===== config.mk =====
export PLATFORM = sky130hd
export DESIGN_NAME = bt_uart_rx
export DESIGN_NICKNAME = d
export VERILOG_FILES = /design/src/rtl/bt_uart_pkg.sv /design/src/rtl/bt_byte_fifo.sv /design/src/rtl/bt_uart_rx.sv
export SDC_FILE = /design/constraint.sdc
export NUM_CORES = 1
export LEC_CHECK = 0
export CAP_MARGIN = 30
export CORE_MARGIN = 2
export CORE_UTILIZATION = 25
export DETAILED_ROUTE_END_ITERATION = 6
export HOLD_SLACK_MARGIN = 0.03
export PLACE_DENSITY = 0.43
export SYNTH_ARGS = -nofsm -noshare
export SYNTH_HDL_FRONTEND = slang
export SYNTH_SLANG_ARGS = --single-unit

===== constraint.sdc =====
create_clock -name clock -period 4 [get_ports clock]
set_clock_uncertainty 0.05 [all_clocks]
set_input_delay 0.8 -clock clock [delete_from_list [all_inputs] [get_ports clock]]
set_output_delay 0.8 -clock clock [all_outputs]
set_load 0.03 [all_outputs]

===== src/rtl/bt_uart_pkg.sv =====
// Shared definitions for the HC-05 UART receive/transmit pair.
// State encoding and default baud constants live here so both directions agree.
package bt_uart_pkg;

   localparam logic [1:0] ST_IDLE  = 2'd0;
   localparam logic [1:0] ST_START = 2'd1;
   localparam logic [1:0] ST_DATA  = 2'd2;
   localparam logic [1:0] ST_STOP  = 2'd3;

   localparam int CLK_HZ       = 1_000_000;
   localparam int BAUD         = 9600;
   localparam int CLKS_PER_BIT = 104;

   // Start bit is confirmed at its midpoint, half a bit period after the edge.
   function automatic int half_bit(input int cpb);
      return cpb / 2;
   endfunction

endpackage


===== src/rtl/bt_byte_fifo.sv =====
// First-word-fall-through byte FIFO; head is combinational from the read pointer.
// A push into a full FIFO is accepted only if a pop happens in the same cycle.
module bt_byte_fifo #(
   parameter int DEPTH = 8,
   parameter int WIDTH = 8
) (
   input  logic                           clock,
   input  logic                           resetn,
   input  logic                           wr_en,
   input  logic [WIDTH-1:0]               din,
   input  logic                           rd_en,
   output logic [WIDTH-1:0]               dout,
   output logic [$clog2(DEPTH+1)-1:0]     count,
   output logic                           full,
   output logic                           empty
);

   localparam int AW = $clog2(DEPTH);
   localparam int CW = $clog2(DEPTH + 1);

   logic [WIDTH-1:0] mem [DEPTH];
   logic [AW-1:0]    rd_ptr;
   logic [AW-1:0]    wr_ptr;
   logic             do_pop;
   logic             do_push;

   assign empty   = (count == '0);
   assign full    = (count == CW'(DEPTH));
   assign do_pop  = rd_en & ~empty;
   assign do_push = wr_en & (~full | do_pop);
   assign dout    = mem[rd_ptr];

   // When full, wr_ptr == rd_ptr: the write lands in the slot being popped.
   always_ff @(posedge clock) begin
      if (do_push) mem[wr_ptr] <= din;
   end

   always_ff @(posedge clock or negedge resetn) begin
      if (!resetn) begin
         rd_ptr <= '0;
         wr_ptr <= '0;
         count  <= '0;
      end else begin
         if (do_push) wr_ptr <= wr_ptr + AW'(1);
         if (do_pop)  rd_ptr <= rd_ptr + AW'(1);
         case ({do_push, do_pop})
            2'b10:   count <= count + CW'(1);
            2'b01:   count <= count - CW'(1);
            default: count <= count;
         endcase
      end
   end

endmodule


===== src/rtl/bt_uart_rx.sv =====
// 8N1 receiver for the HC-05 TXD line: synchroniser, mid-bit sampling FSM,
// byte FIFO and sticky error flags for debug wire-outs.
module bt_uart_rx #(
   parameter int CLKS_PER_BIT = bt_uart_pkg::CLKS_PER_BIT,
   parameter int FIFO_DEPTH   = 8
) (
   input  logic                               clock,
   input  logic                               resetn,
   input  logic                               rxd,
   input  logic                               rd_en,
   input  logic                               clear_errors,
   output logic [7:0]                         data_out,
   output logic                               data_valid,
   output logic [$clog2(FIFO_DEPTH+1)-1:0]    fifo_count,
   output logic                               framing_error,
   output logic                               overflow,
   output logic                               rx_busy
);

   import bt_uart_pkg::*;

   localparam int            CW      = $clog2(CLKS_PER_BIT);
   localparam logic [CW-1:0] HALF_M1 = CW'(half_bit(CLKS_PER_BIT) - 1);
   localparam logic [CW-1:0] FULL_M1 = CW'(CLKS_PER_BIT - 1);

   logic [1:0]    sync;
   logic          rxs;
   logic          rxs_prev;
   logic          fall;
   logic [1:0]    state;
   logic [1:0]    state_nxt;
   logic [CW-1:0] cnt;
   logic [2:0]    bit_idx;
   logic [7:0]    shreg;
   logic          sample_tick;
   logic          stop_ok;
   logic          stop_bad;
   logic          push_q;
   logic          fifo_full;
   logic          fifo_empty;

   // Flops reset to the idle level so reset release never looks like a start edge.
   always_ff @(posedge clock or negedge resetn) begin
      if (!resetn) begin
         sync     <= 2'b11;
         rxs_prev <= 1'b1;
      end else begin
         sync     <= {sync[0], rxd};
         rxs_prev <= sync[1];
      end
   end

   assign rxs  = sync[1];
   assign fall = rxs_prev & ~rxs;

   assign sample_tick = (state == ST_START) ? (cnt == HALF_M1)
                                            : ((state != ST_IDLE) && (cnt == FULL_M1));

   always_comb begin
      state_nxt = state;
      stop_ok   = 1'b0;
      stop_bad  = 1'b0;
      case (state)
         ST_IDLE:  if (fall) state_nxt = ST_START;
         ST_START: if (sample_tick) state_nxt = rxs ? ST_IDLE : ST_DATA;
         ST_DATA:  if (sample_tick && (bit_idx == 3'd7)) state_nxt = ST_STOP;
         ST_STOP: begin
            if (sample_tick) begin
               state_nxt = ST_IDLE;
               stop_ok   = rxs;
               stop_bad  = ~rxs;
            end
         end
         default:  state_nxt = ST_IDLE;
      endcase
   end

   always_ff @(posedge clock or negedge resetn) begin
      if (!resetn) begin
         state   <= ST_IDLE;
         cnt     <= '0;
         bit_idx <= '0;
         shreg   <= '0;
         push_q  <= 1'b0;
         rx_busy <= 1'b0;
      end else begin
         state   <= state_nxt;
         rx_busy <= (state_nxt != ST_IDLE);
         push_q  <= stop_ok;
         if ((state == ST_IDLE) || sample_tick) cnt <= '0;
         else                                   cnt <= cnt + CW'(1);
         if ((state == ST_IDLE) && fall) bit_idx <= '0;
         if ((state == ST_DATA) && sample_tick) begin
            shreg   <= {rxs, shreg[7:1]};
            bit_idx <= bit_idx + 3'd1;
         end
      end
   end

   // shreg is stable for the cycle after the stop sample, so it feeds the FIFO directly.
   bt_byte_fifo #(
      .DEPTH (FIFO_DEPTH),
      .WIDTH (8)
   ) u_fifo (
      .clock  (clock),
      .resetn (resetn),
      .wr_en  (push_q),
      .din    (shreg),
      .rd_en  (rd_en),
      .dout   (data_out),
      .count  (fifo_count),
      .full   (fifo_full),
      .empty  (fifo_empty)
   );

   assign data_valid = ~fifo_empty;

   always_ff @(posedge clock or negedge resetn) begin
      if (!resetn) begin
         framing_error <= 1'b0;
         overflow      <= 1'b0;
      end else if (clear_errors) begin
         framing_error <= 1'b0;
         overflow      <= 1'b0;
      end else begin
         if (stop_bad)                        framing_error <= 1'b1;
         if (push_q && fifo_full && !rd_en)   overflow      <= 1'b1;
      end
   end

endmodule


After elaboration in Yosys (flattened, before gate mapping)
Memory sizes are Yosys's and may differ from the RTL's.
Index checks and enable logic that the tools add are counted.
{"block": "word_totals", "reg_bits": 37, "mem_bits_rw": 64, "in_bits": 5, "out_inout_bits": 16, "word_cells": 73, "memories": 1}
{"block": "classes", "n_addsub": 6, "eq_ne": 9, "n_mux": 21, "bitwise_logic": 7, "n_reduce_logical": 16}
{"memory": "u_fifo.mem", "depth": 8, "word_bits": 8, "read_ports": 1, "rd_ports_with_merged_regs": 0, "write_ports": 1, "line_no": "bt_byte_fifo.sv:21", "source": "logic [WIDTH-1:0] mem [DEPTH];"}
{"cell": "2-bit nonzero test", "n": 6}
{"cell": "1-bit 2-to-1 mux", "n": 11}
{"cell": "2-bit 2-to-1 mux", "n": 5}
{"cell": "3-bit by 1-bit adder with 3-bit output (second input constant)", "n": 3}
{"cell": "2-bit one-hot mux with 4 select lines", "n": 1}
{"cell": "4-bit one-hot mux with 2 select lines", "n": 1}
{"cell": "7-bit by 1-bit adder with 7-bit output (second input constant)", "n": 1}
{"cell": "7-bit by 6-bit equality test with 1-bit output (second input constant)", "n": 1}
{"cell": "7-bit equality test (second input constant)", "n": 1}
{"cell": "7-bit 2-to-1 mux", "n": 1}
{"cell": "2-bit equality test (second input constant)", "n": 3}
{"cell": "1-bit logical AND", "n": 6}
{"cell": "3-bit 2-to-1 mux", "n": 2}
{"cell": "4-bit by 1-bit adder with 4-bit output (second input constant)", "n": 1}
{"cell": "2-bit by 1-bit equality test with 1-bit output (second input constant)", "n": 2}
{"cell": "4-bit equality test (second input constant)", "n": 1}
{"cell": "4-bit logical NOT", "n": 1}
{"cell": "4-bit by 1-bit subtractor with 4-bit output (second input constant)", "n": 1}
{"cell": "1-bit bitwise AND", "n": 3}
{"cell": "3-bit equality test (second input constant)", "n": 1}
{"cell": "1-bit NOT", "n": 3}
{"cell": "2-bit logical NOT", "n": 1}
{"cell": "1-bit logical NOT", "n": 1}
{"cell": "1-bit logical OR", "n": 1}
{"cell": "1-bit bitwise OR", "n": 1}

Depth between registers and ports, before layout
Gate-level depths: netlist of run 1.
{"block": "depth", "ltp_word": 7, "ltp_mapped": 11, "ltp_nobuf": 11}

Hierarchy
Synthesis of run 1 repeated with hierarchy kept, for this count alone.
{"block": "unflattened", "hier_cells": 258, "area_unflattened_um2": 4304.1}
{"module": "bt_byte_fifo", "instances": 1, "cells_each": 162, "area_each_um2": 3150.5, "seq_area_each_um2": 2172.1}
{"module": "bt_uart_rx", "instances": 1, "cells_each": 96, "area_each_um2": 1153.6, "seq_area_each_um2": 679.4}

Worst setup path before layout of run 1
OpenSTA, ideal clock, no wires.
{"block": "synth_timing", "path_type": "flip-flop to flip-flop", "start": "register u_fifo.count[2]", "end": "register u_fifo.count[2]", "setup_time_ns": 0.138, "arrival_ns": 2.568, "required_ns": 3.812, "slack_ns": 1.243, "path_stages_with_launch": 12, "path_buffers": 0, "synth_period_minus_slack_ns": 2.757, "cell_sequence": "dfrtp_1 or3_4 or2_1 nand2_2 inv_1 ha_1 xor2_1 ha_1 a21oi_1 xor2_1 nor2_1 xor2_1"}
{"block": "synth_via", "elab_chain_cells": 7, "word_cells_on_any_way": 13, "classes_between": "add/sub (2); eq/ne (3); mux (1); bitwise (5); reduce/logical (2)"}
{"element": "start, declared", "line_no": "bt_byte_fifo.sv:13", "source": "output logic [$clog2(DEPTH+1)-1:0] count,"}
{"element": "start signal, assigned", "line_no": "bt_byte_fifo.sv:47", "source": "2'b10: count <= count + CW'(1);"}
{"element": "start signal, assigned", "line_no": "bt_byte_fifo.sv:48", "source": "2'b01: count <= count - CW'(1);"}
{"element": "start signal, assigned", "line_no": "bt_byte_fifo.sv:49", "source": "default: count <= count;"}
{"element": "4-bit logical NOT *", "line_no": "bt_byte_fifo.sv:27", "source": "assign empty = (count == '0);"}
{"element": "1-bit NOT *"}
{"element": "named net data_valid", "line_no": "bt_uart_rx.sv:13", "source": "output logic data_valid,"}
{"element": "1-bit bitwise AND *", "line_no": "bt_byte_fifo.sv:29", "source": "assign do_pop = rd_en & ~empty;"}
{"element": "named net u_fifo.do_pop", "line_no": "bt_byte_fifo.sv:24", "source": "logic do_pop;"}
{"element": "1-bit bitwise OR", "line_no": "bt_byte_fifo.sv:30", "source": "assign do_push = wr_en & (~full | do_pop);"}
{"element": "1-bit bitwise AND", "line_no": "bt_byte_fifo.sv:30"}
{"element": "2-bit by 1-bit equality test with 1-bit output or 2-bit equality test (tied branches)", "line_no": "bt_byte_fifo.sv:46", "source": "case ({do_push, do_pop})"}
{"element": "4-bit one-hot mux with 2 select lines or 2-bit nonzero test (tied branches)"}
The timed path passes the listed nets; every way through them passes the cells marked *.
A chain may end at the register's enable or synchronous reset.

Worst setup path in the final report of run 1
{"block": "layout_timing", "start": "register u_fifo.rd_ptr[0]", "end": "output port data_out[7]"}
{"block": "layout_via", "elab_chain_cells": 1}
{"element": "start, declared", "line_no": "bt_byte_fifo.sv:22", "source": "logic [AW-1:0] rd_ptr;"}
{"element": "start signal, assigned", "line_no": "bt_byte_fifo.sv:45", "source": "if (do_pop) rd_ptr <= rd_ptr + AW'(1);"}
{"element": "memory 8 x 8 bit"}
{"element": "end, declared", "line_no": "bt_uart_rx.sv:12", "source": "output logic [7:0] data_out,"}
Every way passes these cells.

==> flow_summary_export.csv, run 1 <==
group,metric,value,unit
route,route.vias.total,2124,
job,max_cap_viols,0,
global_route,grt_pass1_wl,12100,µm
logic_synthesis,synth_top_area_share,45.1,%
final_layout,design.final.nets,295,
final_layout,syn_to_final_growth,16.7,%
logic_synthesis,synth.most_common_cell,"sky130_fd_sc_hd__edfxtp_1",
final_layout,seqCellArea,2850,µm²
logic_synthesis,synthTopCellsByCount,"64 x sky130_fd_sc_hd__edfxtp_1, 34 x sky130_fd_sc_hd__dfrtp_1, 20 x sky130_fd_sc_hd__nor2_1",
logic_synthesis,synth_edf_count,64,
logic_synthesis,postSynth.asyncResetShare,36.6,%
logic_synthesis,synthDistinctLibCells,42,
critical_path,worst-endpoint-required,3.15,ns
clock_tree,clk_root_buffer_cell,"sky130_fd_sc_hd__clkbuf_16",
sta,grt_setup_unrepaired,"no",
pwr,power.static_leakage,1.95,nW
clock_tree,cts_buffer_depth,2,
route,met1_wire_length,3680,µm
logic_synthesis,synth_ff_type,"sky130_fd_sc_hd__edfxtp_1",
final_layout,multi_input_area,1280,µm²
logic_synthesis,number_of_register_bits_inferred_by_synthesis,101,
route,detail_route.drc_violations,0,
die,fp-row-count,47,
clock_tree,worstSkewPairLatency,0.34,ns
route,wl_met2,3560,µm
logic_synthesis,synthesis.nets,262,
final_layout,final_layout_size_suffix_gt1_share,20.2,%
critical_path,cp.arrival,2.53,ns
clock_tree,tritoncts_num_sinks,101,
route,route.final.wire_length,7560,µm
critical_path,crit_path_start_kind,"register",
logic_synthesis,yosysWarningCount,0,
logic_synthesis,synth_area,4260,µm²
placement,routabilityCongestion,0.708,
logic_synthesis,seq_area_frac_synth,67.0,%
route,drt_iter0_markers,82,
route,routed.top_layer,"met4",
route,dr_wl_met3,222,µm
logic_synthesis,synth_top_cell_by_area,"sky130_fd_sc_hd__edfxtp_1",
clock_tree,cts_resized,0,
route,detailedRoute.firstPassIterationCount,4,
sta,hold_violations,0,
clock_tree,post-cts-setup-buffer-count,0,
final_layout,filler_cell_count,1642,
hold_path,holdCritPathClass,"register to register",
global_route,first_global_vias,2162,
logic_synthesis,syn_avg_cell_area,17.1,µm²
die,fp.dieArea,18100,µm²
logic_synthesis,synth_area_leaders,"sky130_fd_sc_hd__edfxtp_1 45%, sky130_fd_sc_hd__dfrtp_1 20%, sky130_fd_sc_hd__mux4_1 7.4%, sky130_fd_sc_hd__mux2_2 4.0%, sky130_fd_sc_hd__ha_1 2.4%",
placement,post_dp_cell_area,4690,µm²
global_route,grt_max_degree,38,
die,core_area,16600,µm²
critical_path,worst-path-max-fanout,16,
sta,final_period_minus_worst_setup_slack,3.38,ns
die,ios,21,
die,starting_density_of_the_core,25.6,%
die,die_height,135,µm
logic_synthesis,synth_cells,249,
clock_tree,tritoncts,"yes",
sta,timing.setup.tns,0,ns
critical_path,endpoint_class_of_the_critical_path,"primary output",
pwr,ir_drop,0.209,mV
placement,dp_hpwl,4630,µm
route,avgRoutedWirePerCell,14.9,µm
sta,final-max-slew-violation-count,0,
placement,buffer_ports.inserted,20,
final_layout,antenna_cells,0,
route,postRouteAntennaNets,0,
route,route.detailed.vias_per_inst,4.19,
pwr,powerDensity,412,nW/µm²
pwr,fin_total_pwr,2.04,mW
clock_tree,cts.htree.levels,3,
sta,report.final.setup_viol,0,
clock_tree,clock_slew_seen_by_the_registers_of_the_worst_setup_and_hold_paths,0.07,ns
clock_tree,ctsHoldBuffers,0,
critical_path,criticalPathCategory,"register to primary output",
sta,achievable-frequency,296,MHz
final_layout,design_area,4970,µm²
sta,worst_slew_margin_rel,43.0,%
global_route,grt_antenna_before_repair,0,
sta,worstMarginPinSlew,0.855,ns
die,x_dimension_of_the_die,135,µm
global_route,grt_use_total,9.05,%
sta,finalCritPeriodShare,84.4,%
global_route,grt.overflow.total,0,
outcome,run_status,"completed",
clock_tree,cts_buffers,9,
through the flow:
stage | util, % | instances | worst slack (ns) | hold WS [ns]
after detailed placement | 28.2 | 491 | 0.946 | 0.297
after global placement | 28.2 | 491 | 0.957 | 0.296
after global routing | 29.9 | 507 | 0.507 | 0.316
after CTS | 29.9 | 507 | 0.562 | 0.307
after floorplan | - | 249 | 1.24 | 0.295
final | 29.9 | 507 | 0.624 | 0.307
placed cells by master, fill, tap and decap left out, types with 2 or more instances in the layout:
cell type,Yosys,layout
sky130_fd_sc_hd__dfstp_2,3,3
sky130_fd_sc_hd__a31oi_1,2,2
sky130_fd_sc_hd__clkinvlp_4,0,3
sky130_fd_sc_hd__xnor2_1,5,5
sky130_fd_sc_hd__a21oi_1,6,6
sky130_fd_sc_hd__buf_4,0,9
sky130_fd_sc_hd__o21ai_0,3,3
sky130_fd_sc_hd__xor2_1,8,8
sky130_fd_sc_hd__nor3_1,2,2
sky130_fd_sc_hd__nand3_1,8,8
sky130_fd_sc_hd__clkbuf_16,0,9
sky130_fd_sc_hd__nand2b_1,4,4
sky130_fd_sc_hd__clkdlybuf4s50_1,0,19
sky130_fd_sc_hd__and2_1,2,2
sky130_fd_sc_hd__dfrtp_1,34,34
sky130_fd_sc_hd__edfxtp_1,64,64
sky130_fd_sc_hd__nor2b_1,5,5
sky130_fd_sc_hd__ha_1,8,8
sky130_fd_sc_hd__inv_1,5,5
sky130_fd_sc_hd__mux4_2,4,4
sky130_fd_sc_hd__mux2_2,15,15
sky130_fd_sc_hd__nand2_1,10,10
sky130_fd_sc_hd__mux4_1,12,12
sky130_fd_sc_hd__mux2_4,4,4
sky130_fd_sc_hd__nor2_1,20,20
metal layers:
layer,GRT usage [%],vias up
met5,0,-
met4,3.16,0
met3,2.82,8
met2,14.2,30
met1,11.9,1071
li1,-,1015
power by group:
group | switching (mW) | leakage, nW | internal [mW]
sequential | 0.0321 | 1.20 | 1.13
clock | 0.375 | 0.125 | 0.426
combinational | 0.0431 | 0.630 | 0.0384
total | 0.450 | 1.95 | 1.59
critical path, stage by stage, from the launching register on:
cell and delay (ns):
sky130_fd_sc_hd__dfrtp_1 0.38, sky130_fd_sc_hd__buf_4 0.32, sky130_fd_sc_hd__mux4_1 0.58, sky130_fd_sc_hd__mux2_2 0.30
sky130_fd_sc_hd__clkdlybuf4s50_1 0.60
path summary, 6_finish.rpt:
check / start / end / slack [ns] / cells past startpoint
max: u_fifo.rd_ptr[0]$_DFFE_PN0P_ / data_out[7] / 0.62 / 4
min: sync[0]$_DFF_PN1_ / sync[1]$_DFF_PN1_ / 0.31 / 0
max reg2reg: u_fifo.count[2]$_DFFE_PN0P_ / u_fifo.count[2]$_DFFE_PN0P_ / 1.39 / 11
min reg2reg: sync[0]$_DFF_PN1_ / sync[1]$_DFF_PN1_ / 0.31 / 0
max in group asynchronous: resetn / shreg[1]$_DFFE_PN0P_ / 2.84 / 1
min in group asynchronous: resetn / cnt[1]$_DFF_PN0_ / 0.52 / 1
layout make-up:
type | instances | area share [%]
multi-input combinational | 136 | 25.9
clock inverter | 6 | 0.932
clock buffer | 10 | 4.61
timing repair buffer | 29 | 5.29
inverter | 5 | 0.378
sequential | 101 | 57.4
tap | 220 | 5.54
sequential cells by signal, indices dropped and copies added, names as in the netlist:
signal         flops
u_fifo.mem        64
shreg              8
cnt                7
u_fifo.count       4
bit_idx            3
u_fifo.rd_ptr      3
u_fifo.wr_ptr      3
state              2
sync               2
framing_error      1
overflow           1
push_q             1
rx_busy            1
rxs_prev           1
kinds of logic after synthesis:
| logic type | share of synthesized area (%) |
|---|---|
| and+or+nand+nor | 7.87 |
| DFF | 67.0 |
| adders and majority gates | 2.35 |
| xor gates and xnor gates | 2.67 |
| muxes | 15.1 |
| buffers and inverters | 2.88 |
| AOI/OAI and AO/OA | 2.14 |
Power figures use the tool's default switching activity.
==> inputs of run 2 (changes only) <==
==> constraint.sdc (replaced) <==
create_clock -name clock -period 3.2 [get_ports clock]
set_clock_uncertainty 0.05 [all_clocks]
set_input_delay 0.64 -clock clock [delete_from_list [all_inputs] [get_ports clock]]
set_output_delay 0.64 -clock clock [all_outputs]
set_load 0.03 [all_outputs]
==> run 2 against run 1 <==
  * Register-to-register slack got worse by 0.79 ns
  * Setup slack worse by 0.53 ns
  * Cell count is 0.39% higher
  * Global-route usage grew 0.14 points
  * Final area is 1.2% higher
  * Sequential share of layout area decreased by 0.69 points
  * Critical path depth is the same
  * Non-clock buffer count is 2 higher
  * Total power grew 27%
  * Sequential power up 25%
  * Critical endpoint is now data_out[3]
==> flow_summary_export.csv, run 2 (same netlist as run 1, synthesis figures left out) <==
group,metric,value,unit
route,detailedRoute.firstPassIterationCount,4,
critical_path,cp_cell_sequence,"buf_12, mux4_1, mux2_2, clkdlybuf4s50_1",
sta,finalCritPeriodShare,97.0,%
placement,post_dp_cell_area,4730,µm²
global_route,globalRouteMet1Util,12.2,%
final_layout,largest_register_ffs,64,
final_layout,design_area,5030,µm²
sta,worst_hold_slack,0.307,ns
die,fp-row-count,47,
sta,final-max-slew-violation-count,0,
global_route,grt_busiest_layer,"met2",
sta,worst_slew_margin_rel,43.3,%
sta,hold_violations,0,
clock_tree,clk_root_buffer_cell,"sky130_fd_sc_hd__clkbuf_16",
critical_path,worst_path_dominant_cell_family,"multiplexers",
global_route,groute.layer.met2.usage,13.9,%
final_layout,final_layout_size_suffix_gt1_share,21.1,%
route,route.vias.total,2142,
placement,dp_hpwl,4790,µm
global_route,grt_pass1_wl,12300,µm
route,route.detailed.vias_per_inst,4.21,
critical_path,worst_path_max_delay_cell,"sky130_fd_sc_hd__clkdlybuf4s50_1",
final_layout,mostFrequentLayoutCell,"sky130_fd_sc_hd__edfxtp_1",
global_route,grt.overflow.total,0,
clock_tree,clock_slew_seen_by_the_registers_of_the_worst_setup_and_hold_paths,0.07,ns
clock_tree,tritoncts_num_sinks,101,
critical_path,cp.arrival,2.41,ns
die,fp.dieArea,18100,µm²
sta,achievable-frequency,322,MHz
route,avgRoutedWirePerCell,15.2,µm
final_layout,antenna_cells,0,
global_route,first_global_vias,2135,
final_layout,registers.top_by_ff_count,"u_fifo.mem",
job,max_cap_viols,0,
final_layout,commonest_cells_after_routing_fill_and_taps_aside,"64 x sky130_fd_sc_hd__edfxtp_1, 34 x sky130_fd_sc_hd__dfrtp_1, 20 x sky130_fd_sc_hd__nor2_1",
sta,fin_ws,0.0955,ns
global_route,grt_antenna_before_repair,0,
clock_tree,cts.htree.levels,3,
die,die_height,135,µm
clock_tree,cts_buffer_depth,2,
placement,routabilityCongestion,0.682,
die,starting_density_of_the_core,25.6,%
global_route,met3_usage_in_global_routing,3.04,%
sta,worstMarginPinSlew,0.851,ns
final_layout,reg.largest.list,"u_fifo.mem (64), shreg (8), cnt (7)",
route,detail_route.drc_violations,0,
hold_path,holdCritPathClass,"register to register",
critical_path,criticalPathCategory,"register to primary output",
clock_tree,tritoncts,"yes",
clock_tree,cts_buffers,9,
pwr,powerDensity,517,nW/µm²
die,ios,21,
critical_path,cp_bufs_invs,2,
final_layout,syn_to_final_growth,18.1,%
route,route.final.wire_length,7730,µm
pwr,ir_drop,0.293,mV
pwr,power.static_leakage,1.93,nW
critical_path,worst-endpoint-required,2.51,ns
global_route,grt_use_total,9.19,%
critical_path,r2r_setup_slack,0.60,ns
final_layout,design.final.nets,297,
final_layout,filler_cell_count,1653,
placement,dp_slack,0.370,ns
final_layout,multi_input_area,1280,µm²
sta,timing.setup.tns,0,ns
sta,grt_setup_unrepaired,"no",
route,drt_iter0_markers,94,
critical_path,crit_path_start_kind,"register",
outcome,run_status,"completed",
critical_path,endpoint_class_of_the_critical_path,"primary output",
critical_path,worst-path-max-fanout,16,
final_layout,seqCellArea,2850,µm²
die,core_area,16600,µm²
global_route,grt_max_degree,38,
die,x_dimension_of_the_die,135,µm
sta,final_period_minus_worst_setup_slack,3.10,ns
route,postRouteAntennaNets,0,
sta,report.final.setup_viol,0,
clock_tree,worstSkewPairLatency,0.35,ns
placement,buffer_ports.inserted,20,
critical_path,slowest_delay,0.59,ns
[run 2: changes by cell type in the layout (fill, tap and decap cells not counted)]
cell,before,now
sky130_fd_sc_hd__inv_6,1,3
sky130_fd_sc_hd__dlymetal6s2s_1,0,5
sky130_fd_sc_hd__buf_12,0,2
sky130_fd_sc_hd__clkinvlp_4,3,1
sky130_fd_sc_hd__clkinv_4,0,1
sky130_fd_sc_hd__clkinv_1,1,0
sky130_fd_sc_hd__clkdlybuf4s50_1,19,14
[run 2: cell type report]
type / instances / share of cell area, %
well taps: 220 / 5.47
inverters: 5 / 0.373
repair buffers: 31 / 6.27
clock buffers: 10 / 4.55
flip-flops and latches: 101 / 56.7
multi-input cells: 136 / 25.6
clock inverters: 6 / 1.07
[run 2: worst reg2reg max path, cell delays in order (launching register included)]
cell and delay (ns):
sky130_fd_sc_hd__dfrtp_1 0.44, sky130_fd_sc_hd__or3_4 0.43, sky130_fd_sc_hd__or2_1 0.26, sky130_fd_sc_hd__nand2_2 0.11, sky130_fd_sc_hd__inv_1 0.07, sky130_fd_sc_hd__ha_1 0.24
sky130_fd_sc_hd__xor2_1 0.18, sky130_fd_sc_hd__ha_1 0.18, sky130_fd_sc_hd__a21oi_1 0.15, sky130_fd_sc_hd__xor2_1 0.16, sky130_fd_sc_hd__nor2_1 0.07, sky130_fd_sc_hd__xor2_1 0.14
[run 2: timing repair]
item,4_1_cts,5_1_grt
endpoints found under the setup margin,0,5
resized for setup,0,5
hold buffers,0,0
hold endpoints to repair,0,0
buffers inserted,0,0
[run 2: final timing paths]
path                                         startpoint                           to  cells past startpoint
setup / recovery           u_fifo.rd_ptr[0]$_DFFE_PN0P_                  data_out[3]                      4
hold / removal                        sync[0]$_DFF_PN1_            sync[1]$_DFF_PN1_                      0
setup reg to reg            u_fifo.count[2]$_DFFE_PN0P_  u_fifo.count[2]$_DFFE_PN0P_                     11
hold reg to reg                       sync[0]$_DFF_PN1_            sync[1]$_DFF_PN1_                      0
max in group asynchronous                        resetn  u_fifo.count[0]$_DFFE_PN0P_                      1
min in group asynchronous                        resetn             cnt[1]$_DFF_PN0_                      1
[run 2: stage by stage]
stage | power, mW | std cells | util, %
2_1_floorplan | 1.54 | 249 | -
3_3_place_gp | 1.58 | 493 | 28.4
3_5_place_dp | 1.59 | 493 | 28.4
4_1_cts | 2.65 | 509 | 30.1
5_1_grt | 2.72 | 509 | 30.2
6_report | 2.60 | 509 | 30.2
[run 2: layer usage]
metal / routed length (µm) / vias up / part of all wire [%]
met4: 96 / 0 / 1.2
li1: - / 1019 / -
met1: 3780 / 1090 / 49
met2: 3630 / 27 / 47
met3: 226 / 6 / 2.9
met5: 0 / - / 0
[run 2: where the power goes]
group | switching (mW) | total [mW] | internal [mW]
Sequential | 0.0394 | 1.45 | 1.41
Clock | 0.501 | 1.04 | 0.543
Combinational | 0.0545 | 0.103 | 0.0481
Total | 0.595 | 2.60 | 2.00
==> inputs of run 3 (changes only) <==
--- a/config.mk
+++ b/config.mk
@@ -10,7 +10,7 @@
 export CORE_UTILIZATION = 25
 export DETAILED_ROUTE_END_ITERATION = 6
 export HOLD_SLACK_MARGIN = 0.03
-export PLACE_DENSITY = 0.43
+export PLACE_DENSITY = 0.44
 export SYNTH_ARGS = -nofsm -noshare
 export SYNTH_HDL_FRONTEND = slang
 export SYNTH_SLANG_ARGS = --single-unit
==> constraint.sdc (replaced) <==
create_clock -name clock -period 2.73 [get_ports clock]
set_clock_uncertainty 0.05 [all_clocks]
set_input_delay 0.546 -clock clock [delete_from_list [all_inputs] [get_ports clock]]
set_output_delay 0.546 -clock clock [all_outputs]
set_load 0.03 [all_outputs]
==> run 3 against run 2 <==
  * Clock-buffer cell count shrank 1
  * Setup slack got worse by 0.0055 ns
  * Sequential share of layout area is 0.95 points lower
  * Clock power rose by 25%
  * Final area rose by 1.7%
  * Largest power group unchanged
  * Register-to-register slack worse by 0.34 ns
  * Utilization up 0.53 points
  * Global-route usage increased by 0.18 points
  * Flip-flop and latch count is the same
  * Combinational power increased by 17%
  * Critical path type unchanged
  * Sequential power up 17%
==> flow_summary_export.csv, run 3 (same netlist as run 1, synthesis figures left out) <==
group,metric,value,unit
sta,achievable-frequency,379,MHz
placement,post_dp_cell_area,4780,µm²
route,route.detailed.vias_per_inst,4.14,
critical_path,worst-path-max-fanout,12,
sta,grt_setup_unrepaired,"no",
pwr,fin_total_pwr,3.13,mW
final_layout,design.final.nets,309,
final_layout,antenna_cells,0,
die,fp-row-count,47,
final_layout,post-route-util,30.7,%
final_layout,fin_cells,521,
final_layout,multi_input_area,1290,µm²
pwr,powerDensity,611,nW/µm²
pwr,ir_drop,0.434,mV
clock_tree,cts.htree.levels,3,
global_route,grt_max_degree,38,
clock_tree,tritoncts,"yes",
sta,worst_hold_slack,0.250,ns
route,postRouteAntennaNets,0,
placement,routabilityCongestion,0.703,
route,avgRoutedWirePerCell,14.9,µm
route,route.final.wire_length,7770,µm
final_layout,syn_to_final_growth,20.1,%
final_layout,reg.largest.list,"u_fifo.mem (64), shreg (8), cnt (7)",
route,detailedRoute.firstPassIterationCount,4,
sta,final_period_minus_worst_setup_slack,2.64,ns
hold_path,holdCritPathClass,"input port to asynchronous set/reset pin",
critical_path,cp.arrival,2.04,ns
critical_path,endpoint_class_of_the_critical_path,"primary output",
critical_path,worst_path_max_delay_cell,"sky130_fd_sc_hd__mux4_1",
final_layout,largest_register_ffs,64,
die,starting_density_of_the_core,25.6,%
clock_tree,clk_root_buffer_cell,"sky130_fd_sc_hd__clkbuf_16",
final_layout,final_layout_size_suffix_gt1_share,27.2,%
sta,fin_ws,0.0900,ns
route,detail_route.drc_violations,0,
critical_path,cp_cell_sequence,"buf_12, mux4_1, mux2_2, clkdlybuf4s15_2",
placement,numPlacedInstances,501,
sta,report.final.setup_viol,0,
final_layout,mostFrequentLayoutCell,"sky130_fd_sc_hd__edfxtp_1",
die,fp.dieArea,18100,µm²
global_route,grt_use_total,9.37,%
placement,dp_slack,0.0981,ns
sta,final-max-slew-violation-count,0,
final_layout,seqCellArea,2850,µm²
placement,dp_hpwl,4890,µm
clock_tree,cts_buffers,9,
route,route.vias.total,2155,
outcome,run_status,"completed",
clock_tree,cts_buffer_depth,2,
die,x_dimension_of_the_die,135,µm
placement,buffer_ports.inserted,20,
final_layout,registers.top_by_ff_count,"u_fifo.mem",
global_route,first_global_vias,2274,
critical_path,crit_path_start_kind,"register",
die,die_height,135,µm
sta,worst_slew_margin_rel,43.3,%
pwr,power.static_leakage,2.01,nW
sta,timing.setup.tns,0,ns
critical_path,worst-endpoint-required,2.13,ns
clock_tree,clock_slew_seen_by_the_registers_of_the_worst_setup_and_hold_paths,0.07,ns
die,ios,21,
clock_tree,tritoncts_num_sinks,101,
final_layout,design_area,5120,µm²
critical_path,criticalPathCategory,"register to primary output",
global_route,grt_pass1_wl,12600,µm
global_route,grt_antenna_before_repair,0,
sta,finalCritPeriodShare,96.7,%
job,max_cap_viols,0,
clock_tree,worstSkewPairLatency,0.34,ns
global_route,grt.overflow.total,0,
critical_path,slowest_delay,0.57,ns
sta,worstMarginPinSlew,0.850,ns
route,drt_iter0_markers,91,
final_layout,commonest_cells_after_routing_fill_and_taps_aside,"64 x sky130_fd_sc_hd__edfxtp_1, 33 x sky130_fd_sc_hd__dfrtp_1, 24 x sky130_fd_sc_hd__buf_4",
final_layout,filler_cell_count,1637,
sta,hold_violations,0,
die,core_area,16600,µm²
-- run 3: critical path: cells and delay by family, from the launching register on --
kind / cells / cell delay [ns]
buf+inv: 2 / 0.44
flops: 1 / 0.39
mux: 2 / 0.87
-- run 3: report_power, final --
group	internal, mW	switching [mW]	leakage [nW]
Clock	0.726	0.578	0.150
Sequential	1.66	0.0464	1.16
Combinational	0.0563	0.0651	0.698
Total	2.44	0.689	2.01
-- run 3: worst paths after layout --
path / end / startpoint / cells after the start / slack, ns
max: data_out[7] / u_fifo.rd_ptr[0]$_DFFE_PN0P_ / 4 / 0.09
max in group asynchronous: u_fifo.rd_ptr[1]$_DFFE_PN0P_ / resetn / 1 / 1.78
max reg2reg: u_fifo.count[2]$_DFFE_PN0P_ / u_fifo.count[2]$_DFFE_PN0P_ / 11 / 0.26
min in group clock: sync[1]$_DFF_PN1_ / sync[0]$_DFF_PN1_ / 0 / 0.31
min reg2reg: sync[1]$_DFF_PN1_ / sync[0]$_DFF_PN1_ / 0 / 0.31
min: cnt[0]$_DFF_PN0_ / resetn / 1 / 0.25
-- run 3: cell type report --
class                      count  area share, %
clock buffer                   9           4.40
sequential                   101           55.8
timing repair buffer          43           7.36
multi-input combinational    136           25.2
inverter                       5          0.367
clock inverter                 7           1.57
tap                          220           5.38
-- run 3: routing by layer --
metal,part of all wire (%),global-route usage (%),vias up,routed length [µm]
met5,0,0,-,0
met4,1.4,3.16,0,106
met3,3.2,2.70,8,250
met2,49,15.5,24,3790
met1,47,11.8,1084,3620
li1,-,-,1039,-
-- run 3: repair_timing --
action,in CTS,in global routing
pin swaps,0,0
setup buffers,0,4
endpoints found under the setup margin,5,4
hold buffers,0,0
gates resized for setup,12,2
